`src/rtl/instr_queue_pkg.sv`:
```
// Shared types and constants for the fetch-to-decode instruction queue.
package instr_queue_pkg;

    localparam int IQ_BLK_W = 128;
    localparam int IQ_WORDS = 4;

    typedef struct packed {
        logic [IQ_BLK_W-1:0] data;
        logic [31:4]         pc_hi;
        logic [1:0]          start;
    } iq_entry_t;

endpackage

```
`src/rtl/instr_queue_sync_fifo.sv`:
```
// Generic synchronous FIFO exposing the head and the entry behind it,
// so a consumer can preload state for the next head without a bubble.
module sync_fifo #(
    parameter int WIDTH = 8,
    parameter int DEPTH = 4
) (
    input  logic                       clk_i,
    input  logic                       clr_i,
    input  logic                       wr_en_i,
    input  logic [WIDTH-1:0]           wr_data_i,
    input  logic                       rd_en_i,
    output logic [WIDTH-1:0]           head_o,
    output logic [WIDTH-1:0]           next_o,
    output logic [$clog2(DEPTH):0]     count_o,
    output logic                       full_o,
    output logic                       empty_o
);

    localparam int AW = $clog2(DEPTH);

    logic [WIDTH-1:0] r_mem [DEPTH];
    logic [AW:0]      r_wr_ptr;
    logic [AW:0]      r_rd_ptr;
    logic [AW-1:0]    w_rd_nxt_idx;

    // Storage is never cleared; only the pointers define what is valid.
    always_ff @(posedge clk_i) begin
        if (wr_en_i && !clr_i) begin
            r_mem[r_wr_ptr[AW-1:0]] <= wr_data_i;
        end
    end

    always_ff @(posedge clk_i) begin
        if (clr_i) begin
            r_wr_ptr <= '0;
            r_rd_ptr <= '0;
        end else begin
            if (wr_en_i) r_wr_ptr <= r_wr_ptr + 1'b1;
            if (rd_en_i) r_rd_ptr <= r_rd_ptr + 1'b1;
        end
    end

    always_comb begin
        w_rd_nxt_idx = r_rd_ptr[AW-1:0] + 1'b1;
        head_o       = r_mem[r_rd_ptr[AW-1:0]];
        next_o       = r_mem[w_rd_nxt_idx];
        count_o      = r_wr_ptr - r_rd_ptr;
        empty_o      = (r_wr_ptr == r_rd_ptr);
        full_o       = (r_wr_ptr[AW] != r_rd_ptr[AW]) &&
                       (r_wr_ptr[AW-1:0] == r_rd_ptr[AW-1:0]);
    end

endmodule

```
`src/rtl/instr_queue.sv`:
```
// Instruction queue: buffers 4-word fetch blocks and hands decode one
// instruction per cycle, skipping words before each block's start PC.
module instr_queue
    import instr_queue_pkg::*;
#(
    parameter int DEPTH = 4,
    parameter int WORDS = IQ_WORDS
) (
    input  logic                clk_i,
    input  logic                rst_i,
    input  logic [IQ_BLK_W-1:0] blk_data_i,
    input  logic [31:0]         blk_pc_i,
    input  logic                blk_valid_i,
    output logic                blk_ready_o,
    output logic [31:0]         instr_o,
    output logic [31:0]         pc_o,
    output logic                valid_o,
    input  logic                deq_i,
    input  logic                flush_i
);

    localparam int EW = $bits(iq_entry_t);
    localparam int CW = $clog2(DEPTH) + 1;

    iq_entry_t       w_wr_entry;
    iq_entry_t       w_head;
    iq_entry_t       w_next;
    logic [EW-1:0]   w_head_bits;
    logic [EW-1:0]   w_next_bits;
    logic [CW-1:0]   w_count;
    logic            w_full;
    logic            w_empty;
    logic            w_clr;
    logic            w_wr;
    logic            w_deq;
    logic            w_pop;
    logic [1:0]      r_woff;
    logic            w_unused_pc_lsb;

    assign w_unused_pc_lsb = ^blk_pc_i[1:0];

    always_comb begin
        w_wr_entry.data  = blk_data_i;
        w_wr_entry.pc_hi = blk_pc_i[31:4];
        w_wr_entry.start = blk_pc_i[3:2];
        w_head           = iq_entry_t'(w_head_bits);
        w_next           = iq_entry_t'(w_next_bits);
        w_clr            = rst_i || flush_i;
        blk_ready_o      = !w_full;
        valid_o          = !w_empty;
        w_wr             = blk_valid_i && !w_full;
        w_deq            = deq_i && !w_empty;
        w_pop            = w_deq && (r_woff == 2'd3);
    end

    sync_fifo #(
        .WIDTH (EW),
        .DEPTH (DEPTH)
    ) u_fifo (
        .clk_i     (clk_i),
        .clr_i     (w_clr),
        .wr_en_i   (w_wr),
        .wr_data_i (w_wr_entry),
        .rd_en_i   (w_pop),
        .head_o    (w_head_bits),
        .next_o    (w_next_bits),
        .count_o   (w_count),
        .full_o    (w_full),
        .empty_o   (w_empty)
    );

    // When the head retires with one block left, the successor is either
    // the block being written this very cycle or nothing at all.
    always_ff @(posedge clk_i) begin
        if (w_clr) begin
            r_woff <= '0;
        end else if (w_deq && (r_woff != 2'd3)) begin
            r_woff <= r_woff + 2'd1;
        end else if (w_pop) begin
            if (w_count >= CW'(2)) r_woff <= w_next.start;
            else if (w_wr)         r_woff <= w_wr_entry.start;
            else                   r_woff <= '0;
        end else if (w_empty && w_wr) begin
            r_woff <= w_wr_entry.start;
        end
    end

    always_comb begin
        instr_o = '0;
        pc_o    = '0;
        if (valid_o) begin
            instr_o = w_head.data[{r_woff, 5'b00000} +: 32];
            pc_o    = {w_head.pc_hi, r_woff, 2'b00};
        end
    end

endmodule
```
`config.mk`:
```
export PLATFORM = sky130hd
export DESIGN_NAME = instr_queue
export DESIGN_NICKNAME = d
export VERILOG_FILES = /design/src/rtl/instr_queue_pkg.sv /design/src/rtl/instr_queue_sync_fifo.sv /design/src/rtl/instr_queue.sv
export SDC_FILE = /design/constraint.sdc
export NUM_CORES = 1
export LEC_CHECK = 0
export CORE_MARGIN = 3
export CORE_UTILIZATION = 45
export DETAILED_ROUTE_END_ITERATION = 10
export HOLD_SLACK_MARGIN = 0.03
export PLACE_DENSITY = 0.74
export SYNTH_ARGS = -nofsm -noshare
export SYNTH_HDL_FRONTEND = slang
export SYNTH_SLANG_ARGS = --single-unit
```
`constraint.sdc`:
```
create_clock -name clk_i -period 5.9 [get_ports clk_i]
set_clock_uncertainty 0.1 [all_clocks]
set_input_delay 0.59 -clock clk_i [delete_from_list [all_inputs] [get_ports clk_i]]
set_output_delay 0.59 -clock clk_i [all_outputs]
set_load 0.05 [all_outputs]
```
==> summary by stage <==
Worst setup path
STA puts the critical path data required time at 5.21 ns. The data arrival time at the worst-slack endpoint is 3.88 ns. The critical path in this run is classified as reg -> out. Measured in cells, the most critical reg-to-reg path has a length of 6. The biggest cell delay along the critical path is 0.81 ns. The register-to-register setup slack is 2.70 ns. The startpoint identified for the worst register-to-register timing path is u_fifo.r_wr_ptr[0]. The peak fanout along the critical path is 43. STA classifies the critical path endpoint as an output port. Traced cell by cell, the critical path runs through inv_1 > ha_1 > nand2_1 > nor2_1 > inv_2 > buf_4 > and2_1 > clkdlybuf4s50_1.

The worst setup path is launched from a register. In this run the critical register-to-register path is captured at u_fifo.r_mem[1][103]. The slowest cell on the critical path is sky130_fd_sc_hd__clkdlybuf4s50_1.

Clocking
The clock-pin slew of the registers on the worst-case setup and hold paths is 0.06 ns. For the worst-skew pair, the clock arrives at the later sink with an insertion delay of 0.59 ns. The level count of the clock H-tree is 3.

The hold-fix buffer count after cts is 0. The maximum number of buffers from clock root to sink is 3. TritonCTS built the clock tree. The post-cts sizing count is 0. The clock sink count is 642. The number of buffers inserted during clock tree synthesis is 70. The post-CTS setup buffer count is 0. CTS placed an instance of sky130_fd_sc_hd__clkbuf_16 at the clock tree root.

Timing
After routing, the total negative slack on setup checks comes to 0 ns. The hold slack is 0.4833 ns. The number of endpoints with negative hold slack in the final report is 0. The worst-margin pin slew is 1.051 ns. The post-route minimum period is 4.570 ns. Setup repair after global routing left no endpoint under its margin. The relative slew slack is 29.91%. The max-slew violation count is 0.

The final critical-path share of the clock period is 77.46%. Setup violations remaining at the end of the flow were counted as 0. The post-layout worst setup margin is 1.330 ns. The maximum achievable frequency is 218.8 MHz.

Finish
The top cell types in the final layout, fill and taps aside, are sky130_fd_sc_hd__edfxtp_1 (632), sky130_fd_sc_hd__clkdlybuf4s50_1 (226), sky130_fd_sc_hd__mux4_2 (190). The synthesis-to-finish area growth is 21.77%. Cells fill 55.57% of the core in the end. The number of nets in the final layout is 1451. The number of fill cells in the layout is 3911. Leaving out fill and tap cells, the most frequent cell in the layout is sky130_fd_sc_hd__edfxtp_1.

The fraction of final layout cells with drive strength greater than 1 is 23.90%. The sequential cells in the finished layout cover a total of 0.01919 mm^2. Summing all multi-input logic gate instances after layout gives 0.005141 mm^2. The finished cells cover 0.02996 mm^2.

Power and ir drop
The relative contribution of the clock network to total power is 43.5%. The switching power is 1.913 mW. In this run, the combinational gates consume 4.1% of the power. Net switching is 19.75% of the power. Sequential cells burn 52.4% of the power. In this run the static leakage power is 9.237 nW.

The power per standard cell area is 323.3 mW/mm^2. Cell internal power was estimated by the tool at 7.774 mW. Across the VDD grid, the largest voltage drop is 0.2491 mV.

Logic synthesis
The post-synthesis sequential area ratio is 77.94%. The average instance in the mapped netlist occupies 24.31 um^2. The number of distinct library cell variants in the gate-level netlist after synthesis is 37.

After synthesis, the share of flip-flops with an asynchronous set or reset is 0%. The largest area contributor in the synthesized netlist is sky130_fd_sc_hd__edfxtp_1. In this run the cell area of the synthesized design comes to 0.02461 mm^2. After synthesis, the largest area contributor takes up 77.13% of total cell area.

The count of mapped cells out of synthesis is 1012. The synthesized design contains 632 enable-type register cells. Sorting the synthesized cells by area gives the leading types as sky130_fd_sc_hd__edfxtp_1 (77%), sky130_fd_sc_hd__mux4_2 (17%), sky130_fd_sc_hd__and2_1 (1.6%).

The number of warnings reported in the yosys synthesis log is 0. The number of register bits inferred by synthesis is 642. Among all flip-flop cells after synthesis, the most frequent one is sky130_fd_sc_hd__edfxtp_1.

Floorplan
The effective utilization at floorplan is 45.63%. The die covers 0.05752 mm^2. From left edge to right edge, the die measures 239.8 um.

The number of rows in the core area is 85. The die extent in y is 239.8 um. The core region is 0.05392 mm^2.

The number of top-level design ports is 231.

Global route
The initial antenna violation count is 7. The global routing usage summed across all routing layers is 17.28%. The pin count of the biggest net entering global routing is 85. The via count of the first global-routing pass is 12050. The wire length of the first global-routing pass is 74140 um. For this run the aggregate overflow at the end of global routing stands at 0.

Detailed routing
The wire length per cell is 23.82 um. The detailed-route vias per instance is 5.506. The remaining antenna violation count is 0. The count of unresolved DRC violations after routing is 0. The detailed router placed 11190 vias in this run. The first TritonRoute pass finished after 5 iterations. The routed design has 48430 um of wire. After the first detailed-routing iteration, the DRC count stood at 743.

Flow run
The number of maximum-capacitance constraint violations is 0.

Status
The flow ran to the end, and the final reports show no timing, DRC or antenna violations.

Placed design
OpenSTA, run right after detailed placement, puts the worst setup slack at 1.871 ns. At the end of routability-driven placement, the weighted congestion stood at 0.7334. The detailed placement HPWL is 27570 um.

After detailed placement, the total cell area comes to 0.02771 mm^2. Input and output buffers added on the ports amount to 226.

Worst hold path
The number of instances on the worst hold path is 2. The path class of the tightest hold or removal check is reg -> reg. The worst min-delay path startpoint is u_fifo.r_wr_ptr[0].

The worst hold path terminates at u_fifo.r_wr_ptr[0].
## cells by family after synthesis
logic type | count (synthesis) | synth area share (%)
flip-flops | 642 | 77.94
other | 1 | 0.01524
buffers and inverters | 58 | 1.261
XOR/XNOR | 7 | 0.3051
AND/OR/NAND/NOR | 90 | 2.126
adder cells (fa/ha/maj) | 9 | 0.4882
multiplexers | 191 | 17.44
AO/OA/AOI/OAI | 14 | 0.4272
## power by group through the flow
stage | Combinational, mW | Sequential, mW | Clock [mW]
finish | 0.395 | 5.08 | 4.21
global route | 0.421 | 5.08 | 4.52
CTS | 0.401 | 5.08 | 4.32
detailed placement | 0.399 | 5.18 | 0
global placement | 0.386 | 5.17 | 0
floorplan | 0.177 | 5.17 | 0
## flip-flops by register name, indices dropped and copies added, names as in the netlist, named ones only
register,flops
r_woff,2
u_fifo.r_rd_ptr,3
u_fifo.r_wr_ptr,3
u_fifo.r_mem,632
## per-layer routing
metal / vias up / wire length (um) / track usage, %
met2: 324 / 24260 / 28.45
met1: 5936 / 19940 / 22.97
li1: 4850 / - / -
met4: 10 / 763 / 4.536
met5: - / 61 / 0
met3: 73 / 3406 / 4.870
## cell type report
type,count,share of cell area [%]
sequential,642,64.05
antenna,2,0.01670
multi-input combinational,313,17.16
clock inverter,47,1.269
tap,696,2.906
inverter,5,0.06264
clock buffer,83,6.222
timing repair buffer,245,8.318
## stage by stage
stage               power, mW  instances
detailed placement      5.574       1901
global placement        5.558       1901
CTS                     9.798       2031
floorplan               5.349       1013
global route            10.02       2031
finish                  9.687       2033
## worst max-delay path: cells and delay by family, from the launching register on
| kind | cells | cell delay, ns |
|---|---|---|
| flops | 1 | 0.39 |
| fa+ha+maj | 1 | 0.30 |
| simple gates | 3 | 0.46 |
| buf+inv | 4 | 2.07 |
## worst max path at each step
stage	start	endpoint	slack [ns]	depth (start not counted)
2_1_floorplan	u_fifo.r_wr_ptr[0]	u_fifo.r_mem[0][0]	0.34	6
3_3_place_gp	u_fifo.r_wr_ptr[0]	instr_o[5]	1.93	8
3_5_place_dp	u_fifo.r_wr_ptr[0]	instr_o[2]	1.87	8
4_1_cts	u_fifo.r_wr_ptr[0]	instr_o[5]	1.23	8
5_1_grt	u_fifo.r_wr_ptr[0]	instr_o[2]	1.13	8
6_report	u_fifo.r_wr_ptr[0]	instr_o[2]	1.33	8
## cells in the mapped netlist (all sizes together) (2+ instances only)
library cell  instances
edfxtp              632
mux4                190
and2                 64
buf                  28
clkbuf               25
nor2                 11
dfxtp                10
ha                    8
nand2                 5
and3                  4
inv                   4
xnor2                 3
xor2                  3
a21oi                 2
nand3                 2
o211a                 2
o211ai                2
No activity file was read; power rests on OpenSTA's default activity.
